### src/rtl/fp_issue_if.sv
// Handshake bundle between the integer pipeline, the FP sequencer and the FP execution unit.
// The slave modport is the sequencer's view; master is the surrounding environment.
interface fp_issue_if #(
  parameter int TAG_W = 5
);
  logic             req_valid;
  logic             req_ready;
  logic [31:0]      req_data1;
  logic [31:0]      req_data2;
  logic [31:0]      req_data3;
  logic [18:0]      req_op;
  logic [1:0]       req_fmt;
  logic [2:0]       req_rm;
  logic [TAG_W-1:0] req_tag;

  logic [31:0]      exe_data1;
  logic [31:0]      exe_data2;
  logic [31:0]      exe_data3;
  logic [18:0]      exe_op;
  logic [1:0]       exe_fmt;
  logic [2:0]       exe_rm;
  logic             exe_enable;
  logic [31:0]      exe_result;
  logic [4:0]       exe_flags;
  logic             exe_ready;

  logic             rsp_valid;
  logic             rsp_ready;
  logic [31:0]      rsp_result;
  logic [4:0]       rsp_flags;
  logic [TAG_W-1:0] rsp_tag;

  logic             busy;
  logic [4:0]       fflags_acc;
  logic             fflags_clr;

  modport slave (
    input  req_valid, req_data1, req_data2, req_data3, req_op, req_fmt, req_rm, req_tag,
    output req_ready,
    output exe_data1, exe_data2, exe_data3, exe_op, exe_fmt, exe_rm, exe_enable,
    input  exe_result, exe_flags, exe_ready,
    output rsp_valid, rsp_result, rsp_flags, rsp_tag,
    input  rsp_ready,
    output busy, fflags_acc,
    input  fflags_clr
  );

  modport master (
    output req_valid, req_data1, req_data2, req_data3, req_op, req_fmt, req_rm, req_tag,
    input  req_ready,
    input  exe_data1, exe_data2, exe_data3, exe_op, exe_fmt, exe_rm, exe_enable,
    output exe_result, exe_flags, exe_ready,
    input  rsp_valid, rsp_result, rsp_flags, rsp_tag,
    output rsp_ready,
    input  busy, fflags_acc,
    output fflags_clr
  );
endinterface

### src/rtl/fp_issue.sv
// In-order FP request sequencer: request FIFO, single-issue FSM towards the execution unit,
// registered response port and sticky exception-flag accumulator.
module fp_issue #(
  parameter int DEPTH = 2,
  parameter int TAG_W = 5
) (
  input  logic        clock,
  input  logic        reset,
  fp_issue_if.slave   bus
);
  localparam int PTR_W = $clog2(DEPTH);
  localparam int CNT_W = PTR_W + 1;

  typedef struct packed {
    logic [31:0]      d1;
    logic [31:0]      d2;
    logic [31:0]      d3;
    logic [18:0]      op;
    logic [1:0]       fmt;
    logic [2:0]       rm;
    logic [TAG_W-1:0] tag;
  } entry_t;

  typedef enum logic [1:0] {
    S_IDLE = 2'd0,
    S_WAIT = 2'd1,
    S_RESP = 2'd2
  } state_t;

  entry_t           r_mem [DEPTH];
  logic [PTR_W-1:0] r_rd_ptr;
  logic [PTR_W-1:0] r_wr_ptr;
  logic [CNT_W-1:0] r_count;
  state_t           r_state;
  state_t           w_state_nxt;
  logic [31:0]      r_rsp_result;
  logic [4:0]       r_rsp_flags;
  logic [TAG_W-1:0] r_rsp_tag;
  logic [4:0]       r_fflags_acc;

  entry_t           w_head;
  entry_t           w_req_entry;
  logic             w_empty;
  logic             w_push;
  logic             w_pop;
  logic             w_capture;
  logic             w_enable;
  logic             w_rsp_hs;

  // Full-FIFO refusal depends only on the registered count, so no path from the pop side.
  assign bus.req_ready = (r_count < CNT_W'(DEPTH));
  assign w_empty       = (r_count == {CNT_W{1'b0}});
  assign w_push        = bus.req_valid && bus.req_ready;
  assign w_pop         = w_capture;
  assign w_rsp_hs      = (r_state == S_RESP) && bus.rsp_ready;
  assign w_head        = r_mem[r_rd_ptr];

  assign w_req_entry = '{d1: bus.req_data1, d2: bus.req_data2, d3: bus.req_data3,
                         op: bus.req_op, fmt: bus.req_fmt, rm: bus.req_rm, tag: bus.req_tag};

  // FIFO storage and pointers; storage is cleared so idle exe_* outputs are never X.
  always_ff @(posedge clock) begin
    if (reset) begin
      for (int i = 0; i < DEPTH; i++) begin
        r_mem[i] <= '0;
      end
      r_rd_ptr <= {PTR_W{1'b0}};
      r_wr_ptr <= {PTR_W{1'b0}};
      r_count  <= {CNT_W{1'b0}};
    end else begin
      if (w_push) begin
        r_mem[r_wr_ptr] <= w_req_entry;
        r_wr_ptr        <= r_wr_ptr + PTR_W'(1);
      end
      if (w_pop) begin
        r_rd_ptr <= r_rd_ptr + PTR_W'(1);
      end
      case ({w_push, w_pop})
        2'b10:   r_count <= r_count + CNT_W'(1);
        2'b01:   r_count <= r_count - CNT_W'(1);
        default: r_count <= r_count;
      endcase
    end
  end

  // Sequencer state register.
  always_ff @(posedge clock) begin
    if (reset) begin
      r_state <= S_IDLE;
    end else begin
      r_state <= w_state_nxt;
    end
  end

  // Next-state and issue decode; exe_ready outside an active issue is ignored.
  always_comb begin
    w_state_nxt = r_state;
    w_capture   = 1'b0;
    w_enable    = 1'b0;
    case (r_state)
      S_IDLE: begin
        if (!w_empty) begin
          w_enable = 1'b1;
          if (bus.exe_ready) begin
            w_capture   = 1'b1;
            w_state_nxt = S_RESP;
          end else begin
            w_state_nxt = S_WAIT;
          end
        end else begin
          w_state_nxt = S_IDLE;
        end
      end
      S_WAIT: begin
        if (bus.exe_ready) begin
          w_capture   = 1'b1;
          w_state_nxt = S_RESP;
        end else begin
          w_state_nxt = S_WAIT;
        end
      end
      S_RESP: begin
        if (bus.rsp_ready) begin
          w_state_nxt = S_IDLE;
        end else begin
          w_state_nxt = S_RESP;
        end
      end
      default: begin
        w_state_nxt = S_IDLE;
      end
    endcase
  end

  // Response register and sticky flags; a clear coinciding with a handshake keeps that response's flags.
  always_ff @(posedge clock) begin
    if (reset) begin
      r_rsp_result <= 32'd0;
      r_rsp_flags  <= 5'd0;
      r_rsp_tag    <= {TAG_W{1'b0}};
      r_fflags_acc <= 5'd0;
    end else begin
      if (w_capture) begin
        r_rsp_result <= bus.exe_result;
        r_rsp_flags  <= bus.exe_flags;
        r_rsp_tag    <= w_head.tag;
      end
      if (bus.fflags_clr) begin
        r_fflags_acc <= w_rsp_hs ? r_rsp_flags : 5'd0;
      end else if (w_rsp_hs) begin
        r_fflags_acc <= r_fflags_acc | r_rsp_flags;
      end else begin
        r_fflags_acc <= r_fflags_acc;
      end
    end
  end

  assign bus.exe_data1  = w_head.d1;
  assign bus.exe_data2  = w_head.d2;
  assign bus.exe_data3  = w_head.d3;
  assign bus.exe_op     = w_head.op;
  assign bus.exe_fmt    = w_head.fmt;
  assign bus.exe_rm     = w_head.rm;
  assign bus.exe_enable = w_enable;

  assign bus.rsp_valid  = (r_state == S_RESP);
  assign bus.rsp_result = r_rsp_result;
  assign bus.rsp_flags  = r_rsp_flags;
  assign bus.rsp_tag    = r_rsp_tag;
  assign bus.busy       = (!w_empty) || (r_state != S_IDLE);
  assign bus.fflags_acc = r_fflags_acc;
endmodule

### src/flat_wrapper.sv
// flat-port wrapper written by rule: the top's interface ports become plain ports
module fp_issue_flat 
#(
  parameter int DEPTH = 2,
  parameter int TAG_W = 5
)
  (clock, reset, bus_req_valid, bus_req_data1, bus_req_data2, bus_req_data3, bus_req_op, bus_req_fmt, bus_req_rm, bus_req_tag, bus_req_ready, bus_exe_data1, bus_exe_data2, bus_exe_data3, bus_exe_op, bus_exe_fmt, bus_exe_rm, bus_exe_enable, bus_exe_result, bus_exe_flags, bus_exe_ready, bus_rsp_valid, bus_rsp_result, bus_rsp_flags, bus_rsp_tag, bus_rsp_ready, bus_busy, bus_fflags_acc, bus_fflags_clr);
  fp_issue_if #(.TAG_W(TAG_W)) bus_i ();
  input  logic clock;
  input  logic reset;
  input wire logic [$bits(bus_i.req_valid)-1:0] bus_req_valid;
  input wire logic [$bits(bus_i.req_data1)-1:0] bus_req_data1;
  input wire logic [$bits(bus_i.req_data2)-1:0] bus_req_data2;
  input wire logic [$bits(bus_i.req_data3)-1:0] bus_req_data3;
  input wire logic [$bits(bus_i.req_op)-1:0] bus_req_op;
  input wire logic [$bits(bus_i.req_fmt)-1:0] bus_req_fmt;
  input wire logic [$bits(bus_i.req_rm)-1:0] bus_req_rm;
  input wire logic [$bits(bus_i.req_tag)-1:0] bus_req_tag;
  output wire logic [$bits(bus_i.req_ready)-1:0] bus_req_ready;
  output wire logic [$bits(bus_i.exe_data1)-1:0] bus_exe_data1;
  output wire logic [$bits(bus_i.exe_data2)-1:0] bus_exe_data2;
  output wire logic [$bits(bus_i.exe_data3)-1:0] bus_exe_data3;
  output wire logic [$bits(bus_i.exe_op)-1:0] bus_exe_op;
  output wire logic [$bits(bus_i.exe_fmt)-1:0] bus_exe_fmt;
  output wire logic [$bits(bus_i.exe_rm)-1:0] bus_exe_rm;
  output wire logic [$bits(bus_i.exe_enable)-1:0] bus_exe_enable;
  input wire logic [$bits(bus_i.exe_result)-1:0] bus_exe_result;
  input wire logic [$bits(bus_i.exe_flags)-1:0] bus_exe_flags;
  input wire logic [$bits(bus_i.exe_ready)-1:0] bus_exe_ready;
  output wire logic [$bits(bus_i.rsp_valid)-1:0] bus_rsp_valid;
  output wire logic [$bits(bus_i.rsp_result)-1:0] bus_rsp_result;
  output wire logic [$bits(bus_i.rsp_flags)-1:0] bus_rsp_flags;
  output wire logic [$bits(bus_i.rsp_tag)-1:0] bus_rsp_tag;
  input wire logic [$bits(bus_i.rsp_ready)-1:0] bus_rsp_ready;
  output wire logic [$bits(bus_i.busy)-1:0] bus_busy;
  output wire logic [$bits(bus_i.fflags_acc)-1:0] bus_fflags_acc;
  input wire logic [$bits(bus_i.fflags_clr)-1:0] bus_fflags_clr;
  assign bus_i.req_valid = bus_req_valid;
  assign bus_i.req_data1 = bus_req_data1;
  assign bus_i.req_data2 = bus_req_data2;
  assign bus_i.req_data3 = bus_req_data3;
  assign bus_i.req_op = bus_req_op;
  assign bus_i.req_fmt = bus_req_fmt;
  assign bus_i.req_rm = bus_req_rm;
  assign bus_i.req_tag = bus_req_tag;
  assign bus_req_ready = bus_i.req_ready;
  assign bus_exe_data1 = bus_i.exe_data1;
  assign bus_exe_data2 = bus_i.exe_data2;
  assign bus_exe_data3 = bus_i.exe_data3;
  assign bus_exe_op = bus_i.exe_op;
  assign bus_exe_fmt = bus_i.exe_fmt;
  assign bus_exe_rm = bus_i.exe_rm;
  assign bus_exe_enable = bus_i.exe_enable;
  assign bus_i.exe_result = bus_exe_result;
  assign bus_i.exe_flags = bus_exe_flags;
  assign bus_i.exe_ready = bus_exe_ready;
  assign bus_rsp_valid = bus_i.rsp_valid;
  assign bus_rsp_result = bus_i.rsp_result;
  assign bus_rsp_flags = bus_i.rsp_flags;
  assign bus_rsp_tag = bus_i.rsp_tag;
  assign bus_i.rsp_ready = bus_rsp_ready;
  assign bus_busy = bus_i.busy;
  assign bus_fflags_acc = bus_i.fflags_acc;
  assign bus_i.fflags_clr = bus_fflags_clr;
  fp_issue #(.DEPTH(DEPTH), .TAG_W(TAG_W)) u_core (.clock(clock), .reset(reset), .bus(bus_i));
endmodule
### config.mk
export PLATFORM = sky130hd
export DESIGN_NAME = fp_issue_flat
export DESIGN_NICKNAME = d
export VERILOG_FILES = /design/src/rtl/fp_issue_if.sv /design/src/rtl/fp_issue.sv /design/src/flat_wrapper.sv
export SDC_FILE = /design/constraint.sdc
export NUM_CORES = 1
export LEC_CHECK = 0
export BUFFER_PORTS_ARGS = -buffer_cell sky130_fd_sc_hd__buf_4
export CAP_MARGIN = 20
export CORE_UTILIZATION = 50
export DETAILED_ROUTE_END_ITERATION = 8
export GPL_TIMING_DRIVEN = 0
export PLACE_DENSITY = 0.84
export SLEW_MARGIN = 20
export SYNTH_ARGS = -nofsm -noshare
export SYNTH_HDL_FRONTEND = slang
export SYNTH_SLANG_ARGS = --single-unit
### constraint.sdc
create_clock -name clock -period 9.5 [get_ports clock]
set_input_delay 1.425 -clock clock [delete_from_list [all_inputs] [get_ports clock]]
set_output_delay 1.425 -clock clock [all_outputs]
set_load 0.02 [all_outputs]
==> results of run 1 <==
[worst paths after layout]
check / from / end / slack (ns) / cells past startpoint
setup / recovery: register / bus_exe_data1[16] / 5.40 / 6
hold / removal: u_core.bus.rsp_result[21] / u_core.bus.rsp_result[21] / 0.48 / 2
setup reg to reg: u_core.r_count[1] / u_core.r_mem[1][27] / 6.70 / 6
hold reg to reg: u_core.bus.rsp_result[21] / u_core.bus.rsp_result[21] / 0.48 / 2
[where the power goes]
group / leakage, µW / total (µW) / internal (µW) / switching, µW
registers: 0.00309 / 1770 / 1700 / 75.7
clock network: 0.000580 / 1350 / 829 / 525
logic: 0.00420 / 1780 / 874 / 902
total: 0.00786 / 4900 / 3400 / 1500
[tightest hold or removal path: cells and delay by family (launching register included)]
kind             cells  cell delay (ns)
flip-flops           1             0.31
AND/OR/NAND/NOR      1             0.08
AO/OA/AOI/OAI        1             0.05
[Yosys cell counts, drive strengths merged]
cell | number | share of area
buf | 145 | 0.076
nand3 | 10 | 0.0036
nand2 | 1 | 0.00027
nand2b | 30 | 0.013
and2 | 251 | 0.11
xor2 | 2 | 0.0013
and3b | 1 | 0.00063
or2 | 1 | 0.00045
o21ai | 31 | 0.019
dfxtp | 54 | 0.077
a21oi | 21 | 0.0075
nor4b | 1 | 0.00063
nor3 | 2 | 0.0015
inv | 1 | 0.00027
nor2 | 10 | 0.0027
mux2 | 120 | 0.097
edfxtp | 250 | 0.54
or3 | 2 | 0.00089
ha | 1 | 0.00089
a21bo | 9 | 0.0064
nor3b | 1 | 0.0013
nand4b | 28 | 0.018
o21bai | 1 | 0.00054
a211oi | 6 | 0.0032
mux2i | 5 | 0.0036
clkbuf | 41 | 0.011
nor2b | 8 | 0.0036
xnor2 | 1 | 0.00063
[layer usage]
layer | part of all wire | vias up | track usage
li1 | - | 4265 | -
met1 | 0.39 | 4425 | 0.263
met2 | 0.50 | 316 | 0.396
met3 | 0.070 | 87 | 0.0613
met4 | 0.043 | 0 | 0.102
met5 | 0 | - | 0
[cell type report]
type                    count  share of cell area
flip-flops and latches    304               0.467
multi-input cells         543               0.228
repair buffers            346               0.149
plain buffers             186              0.0668
clock buffers              44              0.0545
well taps                 372              0.0253
clock inverters            19             0.00966
diodes                      2            0.000272
inverters                   1            0.000204
[stage by stage]
step | worst slack [ns] | utilization | setup TNS [ns]
floorplan | 1.49 | - | 0
global placement | -2.04 | 0.626 | -254.80
detailed placement | 5.57 | 0.633 | 0
CTS | 5.32 | 0.677 | 0
global route | 5.26 | 0.677 | 0
finish | 5.40 | 0.677 | 0
[kinds of logic (layout without fill, tap and decap cells)]
| kind of cell | Yosys count | in the layout |
|---|---|---|
| simple gates | 346 | 346 |
| compound gates | 68 | 68 |
| fa+ha+maj | 1 | 1 |
| buf+inv | 187 | 596 |
| other cells | 0 | 2 |
| flops | 304 | 304 |
| xor+xnor | 3 | 3 |
| mux | 125 | 125 |
[registers in the layout (all words and copies together), names as in the netlist, named ones only]
signal / cells
u_core.r_state: 2
u_core.r_rd_ptr: 1
u_core.bus.rsp_tag: 5
u_core.bus.fflags_acc: 5
u_core.bus.rsp_flags: 5
u_core.r_wr_ptr: 1
u_core.bus.rsp_result: 32
u_core.r_mem: 250
u_core.r_count: 2
==> impl_metrics.csv, run 1 <==
group,metric,value,unit
worst_setup_path,crit_path_max_incr_delay,0.44,ns
layout,layoutNonFillerInstCount,1817,
clock_network,cts_resized,0,
worst_setup_path,cp_slowest_cell,"clkbuf_1",
layout,design_area,0.0184,mm²
worst_setup_path,path_class,"reg2out",
sta,slew_headroom,0.508,
synthesis,synth_top_family_by_area,"simple AND/OR/NAND/NOR gates",
worst_setup_path,crit_family,"buffers and inverters",
synthesis,synthDistinctLibCells,35,
global_routing,grt_start_max_net_pins,46,
worst_setup_path,crit_chain,"clkbuf_1 > buf_2 > buf_2 > mux2_2 > buf_4 > buf_4",
clock_network,clock_path_buffers,3,
synthesis,synth_nets,1203,
sta,fin_skew,0.00888,ns
worst_setup_path,path_buf_inv,5,
layout,final_cell_mix,"buf_4, and2_1, edfxtp_1",
layout,fillers,1930,
layout,area_growth,31.4,%
clock_network,root_buffer,"clkbuf_16",
synthesis,synth-compound-area-share,0.0366,
placed_design,placed_area,0.0172,mm²
sta,slew_violations,0,
layout,fin_nets,1586,
die,core-area,0.0272,mm²
sta,fmax,0.244,GHz
clock_network,numCtsBuffers,35,
worst_setup_path,startpoint_type,"register",
synthesis,synth-xor-area-share,0.00188,
routing,dr.pass1.iters,6,
synthesis,yosysSeqAreaShare,0.614,
sta,finalSetupViolCount,0,
run_status,status,"completed",
worst_hold_path,hp-class,"reg2reg",
worst_setup_path,cp_max_fo,10,
placed_design,dp_hpwl,23400,µm
clock_network,cts_tree,"built",
power_and_ir_drop,peakVddDrop,0.161,mV
die,die_w,169,µm
routing,via_per_inst,5.00,
routing,totalWireLength,33000,µm
sta,hold_slack,0.475,ns
clock_network,ctsHoldBuffers,0,
power_and_ir_drop,powerDensity,267,mW/mm²
worst_setup_path,cp.required,8.08,ns
synthesis,synthSimpleGateAreaFrac,0.159,
sta,period_needed,4.10,ns
synthesis,synth_mux_area_frac,0.100,
job,maxCapViolations,0,
clock_network,htree_levels,2,
synthesis,syn_inst,1034,
power_and_ir_drop,p_leak,0.00786,µW
layout,final_common_cell,"buf_4",
worst_setup_path,cp-end-kind,"output port",
die,row_count,60,
clock_network,path_clk_slew,0.06,ns
die,dieArea,0.0287,mm²
die,start_util,0.515,
routing,drc,0,
global_routing,antenna_found_initial,2,
placed_design,dp_cells,1752,
synthesis,avgSynthCellArea,13.5,µm²
synthesis,yosys_warnings,0,
placed_design,port_buffers,338,
synthesis,synth_area,0.0140,mm²
global_routing,grt.overflow.total,0,
synthesis,ys_seq_elements,304,
sta,tightest_slew,0.737,ns
worst_setup_path,arrival,2.67,ns
sta,period_share,0.431,
global_routing,gr-usage-all-layers,0.228,
die,die_h,169,µm
sta,finalHoldViolCount,0,
placed_design,place_congestion,0.792,
layout,drive_gt1_frac,0.495,
sta,rsz0062_at_grt,"no",
routing,vias,9093,
global_routing,grt_first_pass_wirelength,50200,µm
synthesis,synthAdderAreaFrac,0.000894,
routing,wl_per_cell,18.2,µm
power_and_ir_drop,p_total,4900,µW
routing,drtIter0Drc,518,
die,ioPinCount,339,
layout,multi_input_comb_area,0.00419,mm²
clock_network,clkSinkCount,304,
routing,antenna_left,0,
clock_network,post_cts_buffers,0,
global_routing,grt_pass1_vias,9468,
clock_network,clk_latency,0.51,ns
layout,final-seq-area,0.00859,mm²
Power figures use the tool's default switching activity.
==> inputs of run 2 (changes only) <==
==> constraint.sdc (replaced) <==
create_clock -name clock -period 4 [get_ports clock]
set_input_delay 0.6 -clock clock [delete_from_list [all_inputs] [get_ports clock]]
set_output_delay 0.6 -clock clock [all_outputs]
set_load 0.02 [all_outputs]
==> impl_metrics.csv, run 2 (synthesized netlist as in run 1, its figures left out) <==
group,metric,value,unit
run_status,status,"completed",
die,row_count,60,
worst_setup_path,cp_max_fo,10,
placed_design,preCtsSetupSlack,1.01,ns
layout,antenna_cells,0,
routing,antenna_left,0,
clock_network,path_clk_slew,0.06,ns
die,die_h,169,µm
global_routing,grt_pass1_vias,9290,
clock_network,clkSinkCount,304,
power_and_ir_drop,powerDensity,624,mW/mm²
sta,tightest_slew,0.772,ns
sta,rsz0062_at_grt,"no",
routing,via_per_inst,4.91,
sta,slew_headroom,0.485,
placed_design,port_buffers,338,
routing,drtIter0Drc,419,
global_routing,grt.overflow.total,0,
die,die_w,169,µm
clock_network,cts_tree,"built",
layout,drive_gt1_frac,0.491,
worst_setup_path,path_buf_inv,5,
layout,largest-register,"u_core.r_mem",
clock_network,cts_resized,0,
global_routing,grt_util_met2,0.399,
clock_network,htree_levels,2,
power_and_ir_drop,p_leak,0.00782,µW
power_and_ir_drop,peakVddDrop,0.444,mV
layout,fillers,1948,
sta,finalSetupViolCount,0,
sta,period_needed,3.34,ns
routing,vias,8901,
sta,slew_violations,0,
clock_network,numCtsBuffers,34,
die,start_util,0.515,
sta,fmax,0.299,GHz
layout,utilization,0.673,
sta,period_share,0.836,
worst_setup_path,cp.required,3.40,ns
die,core-area,0.0272,mm²
layout,fin_nets,1585,
die,dieArea,0.0287,mm²
global_routing,grt_first_pass_wirelength,48700,µm
clock_network,ctsHoldBuffers,0,
worst_setup_path,crit_path_max_incr_delay,0.51,ns
worst_setup_path,cp-end-kind,"output port",
layout,largest_register_ffs,250,
die,ioPinCount,339,
clock_network,root_buffer,"clkbuf_16",
global_routing,use_met1,0.244,
worst_setup_path,startpoint_type,"register",
worst_setup_path,crit_family,"buffers and inverters",
layout,final_cell_mix,"buf_4, and2_1, edfxtp_1",
global_routing,grt_start_max_net_pins,51,
worst_setup_path,cp_slowest_cell,"clkbuf_1",
sta,finalHoldViolCount,0,
sta,fin_skew,0.00615,ns
worst_hold_path,hp-class,"in2reg",
global_routing,gr-usage-all-layers,0.222,
sta,timing.final.ws_setup,0.656,ns
routing,wl_per_cell,17.8,µm
job,maxCapViolations,0,
routing,dr.pass1.iters,4,
clock_network,clk_latency,0.50,ns
global_routing,busiest_layer,"met2",
global_routing,antenna_found_initial,0,
placed_design,place_congestion,0.811,
layout,area_growth,30.7,%
global_routing,gr-usage-met3,0.0704,
routing,totalWireLength,32200,µm
routing,drc,0,
worst_setup_path,crit_chain,"clkbuf_1 > buf_2 > buf_2 > mux2_2 > buf_4 > buf_4",
layout,final_common_cell,"buf_4",
clock_network,post_cts_buffers,0,
worst_setup_path,arrival,2.74,ns
placed_design,dp_hpwl,23000,µm
worst_setup_path,path_class,"reg2out",
clock_network,clock_path_buffers,3,
## run 2: cell types whose count changed in the layout (fill, tap and decap cells not counted), sizes merged
cell / before / now
diode: 2 / 0
inv: 1 / 2
bufinv: 3 / 2
clkinv: 12 / 11
clkbuf: 85 / 86
clkinvlp: 4 / 1
## run 2: final timing paths
| kind | from | endpoint | slack (ns) | depth (start not counted) |
|---|---|---|---|---|
| worst min-delay path | bus_exe_ready | u_core.r_state[0] | 0.27 | 2 |
| worst max-delay path | register | bus_exe_data1[10] | 0.66 | 6 |
| worst max register to register | u_core.r_count[1] | u_core.r_mem[1][45] | 1.24 | 6 |
| worst min register to register | u_core.bus.rsp_result[17] | u_core.bus.rsp_result[17] | 0.48 | 2 |
## run 2: through the flow
step | area, µm² | power [µW] | TNS [ns] | cells | hold slack [ns]
floorplan | 14000 | 6940 | 0 | 1034 | 0.470
finish | 18300 | 11400 | 0 | 1812 | 0.270
CTS | 18300 | 11500 | 0 | 1812 | 0.245
global route | 18300 | 11900 | 0 | 1812 | 0.244
detailed placement | 17200 | 8490 | 0 | 1752 | 0.467
global placement | 17000 | 8340 | -109.02 | 1744 | 0.463
## run 2: area by class of cell
| class | instances | area (µm²) | area share |
|---|---|---|---|
| sequential | 304 | 8590 | 0.470 |
| timing repair buffer | 346 | 2740 | 0.150 |
| clock inverter | 15 | 130 | 0.00712 |
| clock buffer | 45 | 946 | 0.0517 |
| inverter | 1 | 3.75 | 0.000205 |
| buffer | 186 | 1230 | 0.0672 |
| tap | 372 | 465 | 0.0255 |
| multi-input combinational | 543 | 4190 | 0.229 |
## run 2: metal layers
metal  routed length [µm]  up-vias
met2                16500      311
met3                 2600       73
li1                     -     4263
met5                    0        -
met1                12000     4254
met4                 1180        0
## run 2: where the power goes
part | internal [µW] | total [µW] | switching [µW]
registers | 4030 | 4200 | 174
clock network | 1790 | 2990 | 1200
logic | 2070 | 4210 | 2130
total | 7900 | 11400 | 3510
